### config.mk
export PLATFORM = sky130hd
export DESIGN_NAME = loop_integrator
export DESIGN_NICKNAME = d
export VERILOG_FILES = /design/src/rtl/loop_integrator_pkg.sv /design/src/rtl/loop_integrator_sat_clamp.sv /design/src/rtl/loop_integrator.sv
export SDC_FILE = /design/constraint.sdc
export NUM_CORES = 1
export LEC_CHECK = 0
export CAP_MARGIN = 20
export CORE_MARGIN = 4
export CORE_UTILIZATION = 30
export CTS_BUF_LIST = sky130_fd_sc_hd__clkbuf_2
export CTS_CLUSTER_SIZE = 8
export DETAILED_ROUTE_END_ITERATION = 10
export PLACE_DENSITY = 0.57
export SLEW_MARGIN = 20
export SYNTH_ARGS = -nofsm -noshare
export SYNTH_HDL_FRONTEND = slang
export SYNTH_HIERARCHICAL = 1
export SYNTH_SLANG_ARGS = --single-unit
### constraint.sdc
create_clock -name clk_in -period 20 [get_ports clk_in]
set_input_delay 2 -clock clk_in [delete_from_list [all_inputs] [get_ports clk_in]]
set_output_delay 2 -clock clk_in [all_outputs]
set_load 0.1 [all_outputs]
### src/rtl/loop_integrator_pkg.sv
// rtl/loop_integrator_pkg.sv - shared servo constants, state encoding and gain limiter
package loop_integrator_pkg;

    typedef enum logic [1:0] {
        ST_RUN      = 2'b00,
        ST_HELD     = 2'b01,
        ST_CLEARING = 2'b10
    } state_t;

    localparam int          RAIL_SHIFT     = 26;
    localparam logic [4:0]  GAIN_SHIFT_MAX = 5'd24;

    function automatic logic [4:0] limit_gain(input logic [4:0] gain);
        return (gain > GAIN_SHIFT_MAX) ? GAIN_SHIFT_MAX : gain;
    endfunction

endpackage

### src/rtl/loop_integrator_sat_clamp.sv
// rtl/loop_integrator_sat_clamp.sv - combinational W+1 to W bit clamp with rail flags
module sat_clamp #(
    parameter int W = 42
) (
    input  logic signed [W:0]   i_sum,
    input  logic signed [W-1:0] i_lim_lo,
    input  logic signed [W-1:0] i_lim_hi,
    output logic signed [W-1:0] o_value,
    output logic [1:0]          o_railed
);

    logic signed [W:0] w_lo_ext;
    logic signed [W:0] w_hi_ext;

    assign w_lo_ext = $signed({i_lim_lo[W-1], i_lim_lo});
    assign w_hi_ext = $signed({i_lim_hi[W-1], i_lim_hi});

    always_comb begin
        o_value = i_sum[W-1:0];
        if (i_sum > w_hi_ext) begin
            o_value = i_lim_hi;
        end else if (i_sum < w_lo_ext) begin
            o_value = i_lim_lo;
        end
        o_railed[1] = (o_value >= i_lim_hi);
        o_railed[0] = (o_value <= i_lim_lo);
    end

endmodule

### src/rtl/loop_integrator.sv
// rtl/loop_integrator.sv - two-stage clamped integrator with hold/clear control
module loop_integrator
    import loop_integrator_pkg::*;
#(
    parameter int ACC_SIZE     = 42,
    parameter int CLEAR_CYCLES = 2
) (
    input  logic               clk_in,
    input  logic               rst_in,
    input  logic               valid_in,
    input  logic signed [15:0] error_in,
    input  logic [4:0]         gain_shift_in,
    input  logic signed [15:0] minval_in,
    input  logic signed [15:0] maxval_in,
    input  logic               hold_in,
    input  logic               clear_in,
    output logic signed [15:0] signal_out,
    output logic [1:0]         railed_out,
    output logic               valid_out
);

    localparam int CW = (CLEAR_CYCLES < 2) ? 1 : $clog2(CLEAR_CYCLES + 1);

    state_t                     r_state;
    state_t                     w_state_next;
    logic [CW-1:0]              r_cnt;
    logic [CW-1:0]              w_cnt_next;
    logic signed [ACC_SIZE-1:0] r_scaled;
    logic                       r_s1_valid;
    logic signed [ACC_SIZE-1:0] r_acc;
    logic [1:0]                 r_railed;
    logic                       r_valid_out;
    logic signed [ACC_SIZE-1:0] w_err_ext;
    logic signed [ACC_SIZE-1:0] w_lim_lo;
    logic signed [ACC_SIZE-1:0] w_lim_hi;
    logic signed [ACC_SIZE-1:0] w_addend;
    logic signed [ACC_SIZE:0]   w_sum;
    logic signed [ACC_SIZE-1:0] w_clamped;
    logic [1:0]                 w_railed;
    logic                       w_bad_limits;
    logic                       w_clear_now;
    logic                       w_accumulate;

    assign w_err_ext    = ACC_SIZE'(error_in);
    assign w_lim_lo     = ACC_SIZE'(minval_in) <<< RAIL_SHIFT;
    assign w_lim_hi     = ACC_SIZE'(maxval_in) <<< RAIL_SHIFT;
    assign w_bad_limits = (minval_in >= maxval_in);
    assign w_clear_now  = clear_in || (r_state == ST_CLEARING);
    assign w_accumulate = (r_state == ST_RUN) && !hold_in;

    // Outside an accumulating cycle the clamp still runs with a zero addend so
    // that limit changes pull a frozen accumulator back inside the rails.
    assign w_addend = (w_accumulate && r_s1_valid) ? r_scaled : '0;
    assign w_sum    = (ACC_SIZE+1)'(r_acc) + (ACC_SIZE+1)'(w_addend);

    sat_clamp #(.W(ACC_SIZE)) u_sat_clamp (
        .i_sum    (w_sum),
        .i_lim_lo (w_lim_lo),
        .i_lim_hi (w_lim_hi),
        .o_value  (w_clamped),
        .o_railed (w_railed)
    );

    always_comb begin
        w_state_next = r_state;
        w_cnt_next   = r_cnt;
        if (clear_in) begin
            w_state_next = ST_CLEARING;
            w_cnt_next   = CW'(CLEAR_CYCLES);
        end else begin
            case (r_state)
                ST_RUN:  if (hold_in)  w_state_next = ST_HELD;
                ST_HELD: if (!hold_in) w_state_next = ST_RUN;
                ST_CLEARING: begin
                    if (r_cnt <= CW'(1)) begin
                        w_cnt_next   = '0;
                        w_state_next = hold_in ? ST_HELD : ST_RUN;
                    end else begin
                        w_cnt_next = r_cnt - CW'(1);
                    end
                end
                default: w_state_next = ST_RUN;
            endcase
        end
    end

    always_ff @(posedge clk_in or posedge rst_in) begin
        if (rst_in) begin
            r_state <= ST_RUN;
            r_cnt   <= '0;
        end else begin
            r_state <= w_state_next;
            r_cnt   <= w_cnt_next;
        end
    end

    always_ff @(posedge clk_in or posedge rst_in) begin
        if (rst_in) begin
            r_scaled   <= '0;
            r_s1_valid <= 1'b0;
        end else begin
            r_scaled   <= w_err_ext <<< limit_gain(gain_shift_in);
            r_s1_valid <= valid_in && !w_clear_now;
        end
    end

    always_ff @(posedge clk_in or posedge rst_in) begin
        if (rst_in) begin
            r_acc       <= '0;
            r_railed    <= 2'b00;
            r_valid_out <= 1'b0;
        end else if (w_clear_now) begin
            r_acc       <= '0;
            r_railed    <= 2'b00;
            r_valid_out <= 1'b0;
        end else if (w_bad_limits) begin
            r_acc       <= '0;
            r_railed    <= 2'b11;
            r_valid_out <= 1'b0;
        end else begin
            r_acc       <= w_clamped;
            r_railed    <= w_railed;
            r_valid_out <= w_accumulate && r_s1_valid;
        end
    end

    assign signal_out = r_acc[ACC_SIZE-1 -: 16];
    assign railed_out = r_railed;
    assign valid_out  = r_valid_out;

endmodule
==> reports/results.ini, run 1 <==
[timing]
period_share=0.5256
rsz0062_at_grt=no
hold_viol=0
min_period_ps=10510
setup-violations-final=0
fin_skew_ps=79.86
setup_ws_ps=9487
worstMarginPinSlew_ps=1015
fin_setup_tns_ps=0
fmax_mhz=95.12
timing.slew.headroom=0.3212
slew_viol_final=0

[synth]
postSynthAreaPerCell_um2=8.464
netlist_instances=1421
ys_warn_count=6
synth_edf_count=0
ys_ff_latch=92
synth-async-reset-ratio=1.000
ys_types=77
netlist_top_cells_area=ha_1 24%, dfrtp_1 19%, mux2i_1 10%
yosysMostFrequentCell=ha_1
yosysTopAreaCell=ha_1
synth_common_cells=227 x ha_1, 127 x a21oi_1, 123 x mux2i_1
synth-main-ff-cell=dfrtp_1
synth_top_area_frac=0.2361
ys_seq_area_frac=0.1914
netlist_area_mm2=0.01203

[setup_path]
cp.arrival_ps=11180
startpoint_type=input pin
crit_top_cell=a21oi_1
critPathRequiredTime_ps=20670
worstSetupEndpointType=flop
worstPathMaxFanout=43
max_stage_delay_ps=670
crit_slowest_cell=xnor2_4
r2r_cells=33
critical_path_class=in2reg

[route]
vias=10470
wirelength_um=36700
drc=0
vias_per_cell=5.086
dr.pass1.iters=5
wire_per_inst_um=17.83
drtAntennaViolNets=0
initialDrtViolationCount=762

[power_and_ir_drop]
p_leak_nw=6.947
p_int_mw=0.3338
power_switching_mw=0.2419
power_density_mw_per_mm2=42.33
switching_share=0.4202
power_frac_comb=0.453
power_frac_seq=0.355
irDropWorstVdd_v=0.00003610
p_clk_frac=0.192

[global_route]
grt.met1_usage=0.2318
busiest_layer=met2
grt_pass1_wl_um=57460
grt_max_degree=62
grt_use_total=0.1652
grt_use_met2=0.2656
grt_pass1_vias=10350
antenna_found_initial=5
grt_overflow=0
grtUsageMet3=0.02910

[cells_and_area]
finish.net_count=1813
final_core_util=0.3431
fin_area_mm2=0.01360
area_delta_synth_final_pct=13.09
drive_gt1_frac=0.03527

[floorplan]
core_area_mm2=0.03964
die_area_mm2=0.04336
die_h_um=208.2
initial_utilization=0.3034
die_w_um=208.2
ios=77
fp-row-count=73

[placement]
dp_hpwl_um=30840
portBuffers=76
dp_worst_setup_slack_ps=8853
dpl-instance-area_mm2=0.01346
gp_congestion=0.9790

[status]
status=completed

[clocking]
clk_path_buf_depth=2
ctsResizeCount=0
cts.sinks=92
clockRootBuffer=clkbuf_2
cts_buffers=9
clkSlewWorstSetupHoldPaths_ps=350
ctsHoldBuffers=0
cts_max_level=3
cts_tree=built
post-cts-setup-buffer-count=0
insertion_delay_ps=710

[worst_hold_path]
whs_path_depth=2
holdCritPathClass=reg2reg

[flow_run]
max_cap_violations=0

[worst paths after layout]
| path | from | to | slack [ps] |
|---|---|---|---|
| min in group asynchronous | rst_in | r_acc[33]$_DFF_PP0_ | 1610 |
| worst max register to register | r_state[1]$_DFFE_PP0P_ | railed_out[1]$_DFF_PP0_ | 10780 |
| worst max-delay path | hold_in | railed_out[1]$_DFF_PP0_ | 9490 |
| max in group asynchronous | rst_in | r_acc[6]$_DFF_PP0_ | 17190 |
| worst min register to register | r_cnt[0]$_DFFE_PP0N_ | r_cnt[0]$_DFFE_PP0N_ | 560 |
| worst min-delay path | r_cnt[0]$_DFFE_PP0N_ | r_cnt[0]$_DFFE_PP0N_ | 560 |
[worst max-delay path, delay by kind of cell]
| family | cells | cell delay (ps) |
|---|---|---|
| AO/OA/AOI/OAI | 16 | 3400 |
| AND/OR/NAND/NOR | 6 | 1550 |
| buffers and inverters | 4 | 1400 |
| adder cells (fa/ha/maj) | 4 | 1330 |
| multiplexers | 3 | 740 |
| XOR/XNOR | 1 | 670 |
[through the flow]
step | power [mW] | hold slack [ps] | instances
finish | 0.5757 | 557.6 | 2059
global route | 0.6179 | 598.1 | 2059
CTS | 0.5769 | 559.8 | 2056
detailed placement | 0.4637 | 529.3 | 2041
global placement | 0.4595 | 521.6 | 2041
floorplan | 0.3902 | 481.8 | 1502
[final cells by class]
cell class / count / area (um^2)
fillers: 4195 / 26040
multi-input cells: 1220 / 9243
flip-flops and latches: 92 / 2302
repair buffers: 81 / 798.3
well taps: 525 / 656.9
inverters: 123 / 464.2
clock inverters: 6 / 85.08
clock buffers: 9 / 45.04
diodes: 3 / 7.507
[layer usage]
metal | share of wire | up-vias | routed length [um]
met1 | 0.48 | 4935 | 17780
met4 | 0.020 | 6 | 731
met3 | 0.047 | 48 | 1727
met2 | 0.45 | 221 | 16430
li1 | - | 5262 | -
met5 | 0.0011 | - | 42
[registers in the layout, summed over array words and instances, names as in the netlist]
signal,flops
r_acc,42
r_cnt,2
r_s1_valid,1
r_scaled,42
r_state,2
railed_out,2
valid_out,1
[cells by family after synthesis]
group | after synthesis | share of synthesized area
and+or+nand+nor | 376 | 0.1651
AOI/OAI and AO/OA | 363 | 0.1964
adders and majority gates | 228 | 0.2378
buffers and inverters | 190 | 0.06824
muxes | 132 | 0.1117
DFF | 92 | 0.1914
xor gates and xnor gates | 39 | 0.02902
other | 1 | 0.0003118
[cells in the final DEF (no fill, tap or decap), drive strengths merged, types with 11 or more instances in the layout]
master,instances
a211oi,19
a21o,72
a21oi,130
and2,92
clkdlybuf4s50,76
conb,82
dfrtp,92
ha,227
inv,124
mux2i,123
nand2,78
nand2b,12
nand3,21
nand4,48
nor2,65
nor2b,18
nor3,17
o211ai,11
o21ai,55
xnor2,26
xor2,13
[power by group through the flow]
stage | clock network [mW] | registers [mW] | logic [mW]
after floorplan | 0 | 0.208 | 0.182
after global placement | 0 | 0.208 | 0.252
after detailed placement | 0 | 0.207 | 0.256
after CTS | 0.115 | 0.204 | 0.258
after global routing | 0.121 | 0.206 | 0.291
final | 0.111 | 0.204 | 0.261
(Power assumes the default switching activity.)
==> run 2, diff against run 1 <==
clock period = 10.5 ns   (was 20 ns; I/O delays follow)
==> run 2 against run 1 <==
Effect of this change: clock skew shrank 39 ps; die area is the same; sequential cell count is the same; count of clock-buffer cells in the layout is the same; highest routed layer is now met4.
==> reports/results.ini, run 2 (synthesized netlist as in run 1, its figures left out) <==
[route]
initialDrtViolationCount=593
vias=10470
drc=0
wire_per_inst_um=17.94
vias_per_cell=5.083
wirelength_um=36960
drtAntennaViolNets=0
dr.pass1.iters=5

[clocking]
clkSlewWorstSetupHoldPaths_ps=290
ctsHoldBuffers=0
ctsResizeCount=0
clk_path_buf_depth=2
insertion_delay_ps=660
cts_buffers=9
cts_max_level=3
clockRootBuffer=clkbuf_2
cts_tree=built
post-cts-setup-buffer-count=0
cts.sinks=92

[global_route]
antenna_found_initial=0
grt_use_total=0.1658
grt_pass1_vias=10110
grt_pass1_wl_um=57750
grt_max_degree=71
grt_overflow=0

[cells_and_area]
drive_gt1_frac=0.03779
nFillCells=4172
finish.net_count=1816
n_antenna_cell=0
final_common_cell=ha_1
final_cell_mix=227 x ha_1, 127 x a21oi_1, 123 x mux2i_1, 121 x inv_1, 92 x dfrtp_1
area_delta_synth_final_pct=13.29
largestRegisters=r_acc (42), r_scaled (42)

[floorplan]
initial_utilization=0.3034
ios=77
die_w_um=208.2
fp-row-count=73
die_h_um=208.2
core_area_mm2=0.03964
die_area_mm2=0.04336

[setup_path]
ff2ff_setup_slack_ps=1410
worstPathMaxFanout=24
r2r_end=railed_out[0]$_DFF_PP0_
r2r_cells=31
critPathRequiredTime_ps=11120
reg2reg_from=r_state[1]$_DFFE_PP0P_
crit_slowest_cell=xnor2_4
worst-path-buf-inv=4
max_stage_delay_ps=780
crit_family=compound AO/OA/AOI/OAI gates
critical_path_class=in2reg
startpoint_type=input pin
worstSetupEndpointType=flop
crit_top_cell=a21oi_1
cp.arrival_ps=10090

[placement]
dp_hpwl_um=31040
portBuffers=76
dp_worst_setup_slack_ps=451.1
gp_congestion=0.9332

[timing]
slew_viol_final=0
setup-violations-final=0
period_share=0.9021
hold_viol=0
min_period_ps=9472
fin_setup_tns_ps=0
fmax_mhz=105.6
timing.slew.headroom=0.3291
rsz0062_at_grt=no
fin_skew_ps=41.18
setup_ws_ps=1028
worstMarginPinSlew_ps=1003

[power_and_ir_drop]
p_leak_nw=6.972
irDropWorstVdd_v=0.00008381
power_density_mw_per_mm2=80.70
fin_total_pwr_mw=1.100

[worst_hold_path]
holdCritPathClass=reg2reg
holdPathEnd=r_cnt[0]$_DFFE_PP0N_
hold_start=r_cnt[0]$_DFFE_PP0N_
whs_path_depth=2

[status]
status=completed

[flow_run]
max_cap_violations=0

## run 2: cell count changes in the layout (fill, tap and decap cells not counted)
cell	delta
inv_6	+3
clkinv_4	-1
buf_4	+2
diode_2	-3
buf_12	+1
clkinvlp_4	-1
inv_8	-2
clkinv_2	+2
## run 2: where the power goes
part | switching, mW | internal, mW | total (mW)
Sequential | 0.0102 | 0.378 | 0.388
Clock | 0.151 | 0.0594 | 0.210
Combinational | 0.301 | 0.200 | 0.501
## run 2: layout make-up
class	instances	area, um^2	area share
multi-input combinational	1220	9243	0.6783
clock buffer	9	45.04	0.003305
inverter	123	464.2	0.03406
timing repair buffer	84	833.3	0.06115
tap	525	656.9	0.04821
clock inverter	7	82.58	0.006060
sequential	92	2302	0.1689
## run 2: per-stage QoR
stage                     hold slack [ps]  instances    util  area, um^2
after detailed placement            511.7       2044  0.3405       13500
after floorplan                     481.8       1502       -       12330
after global routing                600.3       2060  0.3438       13630
final                               555.8       2060  0.3438       13630
after global placement              509.7       2044  0.3405       13500
after CTS                           559.4       2060  0.3438       13630
## run 2: worst max-delay path by stage
stage                  from  cells past startpoint                 endpoint  slack (ps)
floorplan           hold_in                     35  railed_out[1]$_DFF_PP0_        2430
global placement    hold_in                     32  railed_out[0]$_DFF_PP0_         580
detailed placement  hold_in                     31  railed_out[0]$_DFF_PP0_         450
CTS                 hold_in                     32  railed_out[0]$_DFF_PP0_        1160
global route        hold_in                     32  railed_out[0]$_DFF_PP0_         620
finish              hold_in                     32  railed_out[0]$_DFF_PP0_        1030
## run 2: routing by layer
layer  vias to the layer above  wire, um  track usage
met1                      4930     17980       0.2406
met2                       246     16720       0.2677
met3                        26      1772      0.02186
met5                         -         0            0
met4                         0       477      0.02786
li1                       5269         -            -
## run 2: worst register-to-register path: cells and delay by family (launching register included)
family          cells  cell delay (ps)
simple gates        6             1770
flops               1              480
fa+ha+maj           3              960
buf+inv             3              910
compound gates     16             3770
xor+xnor            1              780
mux                 2              380
